File: config.mk
export PLATFORM = sky130hd
export DESIGN_NAME = router_pkt_rx
export DESIGN_NICKNAME = d
export VERILOG_FILES = /design/src/rtl/router_pkt_pkg.sv /design/src/rtl/router_pkt_rx.sv
export SDC_FILE = /design/constraint.sdc
export NUM_CORES = 1
export LEC_CHECK = 0
export CAP_MARGIN = 40
export CORE_ASPECT_RATIO = 0.9
export CORE_MARGIN = 10
export CORE_UTILIZATION = 45
export DETAILED_ROUTE_END_ITERATION = 7
export PLACE_DENSITY = 0.65
export SLEW_MARGIN = 20
export SYNTH_ARGS = -nofsm -noshare
export SYNTH_HDL_FRONTEND = slang
export SYNTH_SLANG_ARGS = --single-unit
File: constraint.sdc
create_clock -name clock -period 2.5 [get_ports clock]
set_clock_uncertainty 0.1 [all_clocks]
set_input_delay 0.625 -clock clock [delete_from_list [all_inputs] [get_ports clock]]
set_output_delay 0.625 -clock clock [all_outputs]
set_load 0.05 [all_outputs]
File: src/rtl/router_pkt_pkg.sv
// Shared definitions for the router packet receive path: header layout,
// length limits, receiver FSM states and a header packing helper.
package router_pkt_pkg;

   localparam int LEN_MSB    = 7;
   localparam int LEN_LSB    = 2;
   localparam int ADDR_MSB   = 1;
   localparam int ADDR_LSB   = 0;
   localparam int MAX_LEN    = 63;
   // Router soft-resets a port left unread this many cycles.
   localparam int RD_TIMEOUT = 30;

   typedef enum logic [2:0] {
      IDLE,
      WAIT,
      HDR,
      HCAP,
      PLD
   } rx_state_e;

   // Build a header byte from a length and destination address.
   function automatic logic [7:0] pack_hdr(input logic [5:0] len, input logic [1:0] addr);
      logic [7:0] h;
      h = 8'h00;
      h[LEN_MSB:LEN_LSB]   = len;
      h[ADDR_MSB:ADDR_LSB] = addr;
      return h;
   endfunction

endpackage

File: src/rtl/router_pkt_rx.sv
// Destination-side packet receiver: drains one router output FIFO,
// splits header / payload / parity, streams payload and flags errors.
module router_pkt_rx
   import router_pkt_pkg::*;
#(
   parameter logic [1:0] ADDR_ID  = 2'd0,
   parameter int         RD_DELAY = 0
) (
   input  logic       clock,
   input  logic       reset,
   input  logic       valid_out,
   input  logic [7:0] data_out,
   output logic       read_enb,
   input  logic       enable,
   output logic [7:0] pld_data,
   output logic       pld_valid,
   output logic       pkt_done,
   output logic [5:0] pkt_len,
   output logic       parity_err,
   output logic       addr_err,
   output logic       pkt_drop,
   output logic       rx_busy
);

   localparam logic [5:0] DLY_INIT = 6'(RD_DELAY);

   rx_state_e  r_state;
   rx_state_e  w_next_state;
   logic [5:0] r_dly_cnt;
   logic [6:0] r_reads_left;   // up to len+1 = 64
   logic [5:0] r_cap_cnt;
   logic       r_cap_vld;      // a read fired last cycle; data_out holds its byte
   logic [7:0] r_par_acc;
   logic [7:0] r_pld_data;
   logic       r_pld_valid;
   logic       r_pkt_done;
   logic [5:0] r_pkt_len;
   logic       r_parity_err;
   logic       r_addr_err;
   logic       r_pkt_drop;
   logic       w_read_enb;
   logic       w_cap_last;

   // Read request follows valid_out/enable combinationally so a pause costs no byte.
   always_comb begin
      w_read_enb = ((r_state == HDR) || (r_state == PLD)) && valid_out && enable
                   && (r_reads_left != 7'd0);
      w_cap_last = r_cap_vld && (r_cap_cnt == r_pkt_len);
   end

   // Next-state selection.
   always_comb begin
      w_next_state = r_state;
      case (r_state)
         IDLE:    if (valid_out) w_next_state = WAIT;
         WAIT:    if (!valid_out) w_next_state = IDLE;
                  else if (r_dly_cnt == 6'd0) w_next_state = HDR;
         HDR:     if (w_read_enb) w_next_state = HCAP;
         HCAP:    w_next_state = PLD;
         PLD:     if (w_cap_last) w_next_state = IDLE;
         default: w_next_state = IDLE;
      endcase
   end

   // State register.
   always_ff @(posedge clock) begin
      if (!reset) r_state <= IDLE;
      else        r_state <= w_next_state;
   end

   // Counters, header/payload capture, parity accumulation and status pulses.
   always_ff @(posedge clock) begin
      if (!reset) begin
         r_dly_cnt    <= '0;
         r_reads_left <= '0;
         r_cap_cnt    <= '0;
         r_cap_vld    <= 1'b0;
         r_par_acc    <= '0;
         r_pld_data   <= '0;
         r_pld_valid  <= 1'b0;
         r_pkt_done   <= 1'b0;
         r_pkt_len    <= '0;
         r_parity_err <= 1'b0;
         r_addr_err   <= 1'b0;
         r_pkt_drop   <= 1'b0;
      end else begin
         r_pld_valid <= 1'b0;
         r_pkt_done  <= 1'b0;
         r_pkt_drop  <= 1'b0;
         r_cap_vld   <= (r_state == PLD) && w_read_enb;
         case (r_state)
            IDLE: if (valid_out) r_dly_cnt <= DLY_INIT;
            WAIT: begin
               if (!valid_out)              r_pkt_drop   <= 1'b1;
               else if (r_dly_cnt != 6'd0)  r_dly_cnt    <= r_dly_cnt - 6'd1;
               else                         r_reads_left <= 7'd1;
            end
            HDR: if (w_read_enb) r_reads_left <= r_reads_left - 7'd1;
            HCAP: begin
               r_pkt_len    <= data_out[LEN_MSB:LEN_LSB];
               r_addr_err   <= (data_out[ADDR_MSB:ADDR_LSB] != ADDR_ID);
               r_par_acc    <= data_out;
               r_reads_left <= {1'b0, data_out[LEN_MSB:LEN_LSB]} + 7'd1;
               r_cap_cnt    <= '0;
            end
            PLD: begin
               if (w_read_enb) r_reads_left <= r_reads_left - 7'd1;
               if (r_cap_vld) begin
                  if (r_cap_cnt != r_pkt_len) begin
                     r_pld_data  <= data_out;
                     r_pld_valid <= 1'b1;
                     r_par_acc   <= r_par_acc ^ data_out;
                     r_cap_cnt   <= r_cap_cnt + 6'd1;
                  end else begin
                     r_parity_err <= (r_par_acc != data_out);
                     r_pkt_done   <= 1'b1;
                  end
               end
            end
            default: ;
         endcase
      end
   end

   assign read_enb   = w_read_enb;
   assign pld_data   = r_pld_data;
   assign pld_valid  = r_pld_valid;
   assign pkt_done   = r_pkt_done;
   assign pkt_len    = r_pkt_len;
   assign parity_err = r_parity_err;
   assign addr_err   = r_addr_err;
   assign pkt_drop   = r_pkt_drop;
   assign rx_busy    = (r_state != IDLE);

endmodule

==> flow_summary.json <==
{
  "outcome": "finished, violations left",
  "violations": "setup timing",
  "clk_latency_ps": 300,
  "worst_pin_slew_ps": 712,
  "critPathMaxFanout": 2,
  "ys_seq_area_share_pct": 36.6,
  "grt-ovfl-total": 0,
  "power_leakage_nw": 1.23,
  "power_density_nw_per_um2": 584,
  "dr.first_iter.drc_count": 154,
  "clk_path_buf_depth": 2,
  "r2r_start": "r_reads_left[0]$_SDFFE_PN0P_",
  "area.growth.synth_to_final_pct": 20.7,
  "utilization_pct": 57.0,
  "grt_usage_pct": 14.3,
  "firstDrtPassIters": 4,
  "drv_slew": 0,
  "rows": 26,
  "die_h_um": 94.0,
  "fin_cells": 435,
  "clkTransAtPathRegs_ps": 90,
  "cp_num_buf_inv": 2,
  "cts_tree": "done",
  "layout_commonest_cell": "dfxtp_1",
  "rrSetupSlack_ps": 170,
  "max_slew_margin_pct": 52.5,
  "synth.cell_area_um2": 2740,
  "async_reset_ff_share_pct": 0,
  "place_area_um2": 3130,
  "yosysTopAreaCellShare_pct": 36.6,
  "period_needed_ps": 2510,
  "reg2reg_to": "r_reads_left[2]$_SDFFE_PN0P_",
  "rr_worst_depth": 10,
  "synth_ff_type": "dfxtp_1",
  "fp.dieW_um": 102,
  "finalHoldViolCount": 0,
  "drive_above_1_share_pct": 13.4,
  "synth_area_leaders": "dfxtp_1 37%, nand2_1 6.2%, o21ai_0 5.9%",
  "multi_input_area_um2": 1610,
  "netlist_instances": 330,
  "ys_seq_elements": 50,
  "rsz0062_at_grt": "true",
  "fillerInstances": 566,
  "numCtsBuffers": 5,
  "register_area_um2": 1000,
  "nNetsFinal": 382,
  "port-buffer-count": 32,
  "cts.sinks": 50,
  "antenna_left": 0,
  "start_kind": "flip-flop",
  "routed_via_density": 5.62,
  "start_util_pct": 47.3,
  "final_cell_mix": "48 x dfxtp_1, 45 x nand2_1, 32 x o21ai_0, 30 x clkdlybuf4s50_1, 27 x nor2_1",
  "drc": 0,
  "fin_area_um2": 3300,
  "crit_chain": "inv_2, ha_4, or4b_4, o311ai_4, nor2_2, buf_12",
  "dp.final_hpwl_um": 4670,
  "place_inst": 421,
  "path_class": "flip-flop to primary output",
  "clock.fmax_mhz": 398,
  "crit_slowest_cell": "or4b_4",
  "p_total_mw": 1.93,
  "min_from": "pld_data[6]$_SDFFE_PN0P_",
  "core_um2": 5790,
  "crit_required_ps": 1770,
  "grt_pass1_vias": 2260,
  "cpPeakStageDelay_ps": 460,
  "hold_buffers": 0,
  "crit_family": "simple AND/OR/NAND/NOR gates",
  "dieArea_um2": 9600,
  "synth_top_area_cell": "dfxtp_1",
  "drv_cap": 0,
  "ioPinCount": 33,
  "dp_slack_ps": -17.2,
  "routed_wl_um": 6650,
  "worst_slack_ps": -10.8,
  "min_path_cells": 2,
  "grt_max_degree": 40,
  "synth_nets": 348,
  "gp_congestion": 0.804,
  "period_share_pct": 100,
  "min_to": "pld_data[6]$_SDFFE_PN0P_",
  "routed-via-count": 2444,
  "htree_levels": 2,
  "critPathArrivalTime_ps": 1790,
  "antenna_found_initial": 0,
  "yosys.cell_types.count": 50,
  "avgSynthCellArea_um2": 8.29,
  "vdd_ir_drop_max_uv": 323,
  "finalSetupViolCount": 1,
  "synth_edf_count": 0,
  "antenna_cells": 0,
  "crit_path_end_kind": "primary output",
  "cts_root_buf": "clkbuf_8",
  "yosys_warnings": 0,
  "min_path_type": "flip-flop to flip-flop",
  "wl_per_cell_um": 15.3,
  "grt_pass1_wl_um": 11200
}
## how the worst max path moves through the flow
stage | from | to | cells after the start | slack, ps
floorplan | r_state[2]$_SDFFE_PN0P_ | read_enb | 5 | 110
global placement | valid_out | r_dly_cnt[5]$_SDFFE_PN0P_ | 6 | -20
detailed placement | valid_out | r_dly_cnt[4]$_SDFFE_PN0P_ | 6 | -20
CTS | r_reads_left[1]$_SDFFE_PN0P_ | read_enb | 6 | -70
global route | r_reads_left[1]$_SDFFE_PN0P_ | read_enb | 6 | -60
finish | r_reads_left[0]$_SDFFE_PN0P_ | read_enb | 6 | -10
## where the power goes
| part | leakage, nW | total [mW] | switching, mW | internal [mW] |
|---|---|---|---|---|
| Combinational | 0.773 | 0.475 | 0.250 | 0.225 |
| Clock | 0.0524 | 0.569 | 0.269 | 0.300 |
| Sequential | 0.405 | 0.884 | 0.0471 | 0.837 |
| Total | 1.23 | 1.93 | 0.567 | 1.36 |
## worst register-to-register path: stages (launching register included)
cell and delay [ps]:
dfxtp_2 340, inv_2 70, ha_4 130, or4b_4 460, o311ai_4 250, buf_4 170
a221oi_2 50, buf_4 170, buf_4 160, and3_1 160, a31o_1 170
## logic make-up after synthesis
logic type                 Yosys count  synth area share, %
AOI/OAI and AO/OA                   96                 25.1
xor gates and xnor gates            28                 8.96
adders and majority gates            6                 2.74
buffers and inverters               31                 5.30
DFF                                 50                 36.6
and+or+nand+nor                    119                 21.3
## cell type report
| type | instances | area share [%] |
|---|---|---|
| Clock buffer | 7 | 2.31 |
| Clock inverter | 1 | 0.909 |
| Inverter | 6 | 0.682 |
| Multi-Input combinational cell | 249 | 48.6 |
| Sequential cell | 50 | 30.4 |
| Tap cell | 70 | 2.65 |
| Timing Repair Buffer | 52 | 14.5 |
## per-layer routing
metal | GRT usage, % | vias to the layer above | part of all wire, %
met5 | 0 | - | 0
met4 | 2.58 | 0 | 0.26
met3 | 3.16 | 2 | 6.1
met2 | 22.3 | 65 | 46
met1 | 19.7 | 1138 | 48
li1 | - | 1239 | -
## flip-flops by register name, summed over array words and instances (netlist names)
register and cells:
pkt_len 6, parity_err 1, r_state 3, pkt_done 1, r_reads_left 7, r_par_acc 8
r_dly_cnt 6, addr_err 1, pkt_drop 1, pld_valid 1, r_cap_cnt 6, pld_data 8
r_cap_vld 1
## repair_timing
action | in CTS | in global routing
setup endpoints to repair | 1 | 1
resized for setup | 7 | 0
pin swaps | 2 | 2
cloned | 0 | 0
buffers inserted | 5 | 1
## Yosys cell counts (all sizes together), types with 2 or more instances
cell / instances
a211oi: 3
a21oi: 22
a31oi: 3
and3: 2
buf: 14
clkbuf: 11
dfxtp: 50
ha: 6
inv: 6
nand2: 45
nand3: 17
nand4: 6
nor2: 28
nor3: 7
nor3b: 4
o2111ai: 3
o211a: 2
o21ai: 32
o221ai: 2
o22a: 9
o22ai: 2
o2bb2ai: 8
o41ai: 2
or2: 2
or3b: 2
xnor2: 15
xor2: 13
## per-stage QoR
stage / hold slack, ps / setup TNS, ps
final: 379 / -10.8
after global routing: 409 / -64.1
after CTS: 384 / -66.1
after detailed placement: 368 / -31.7
after global placement: 360 / -31.8
after floorplan: 354 / 0
(Power assumes the default switching activity.)
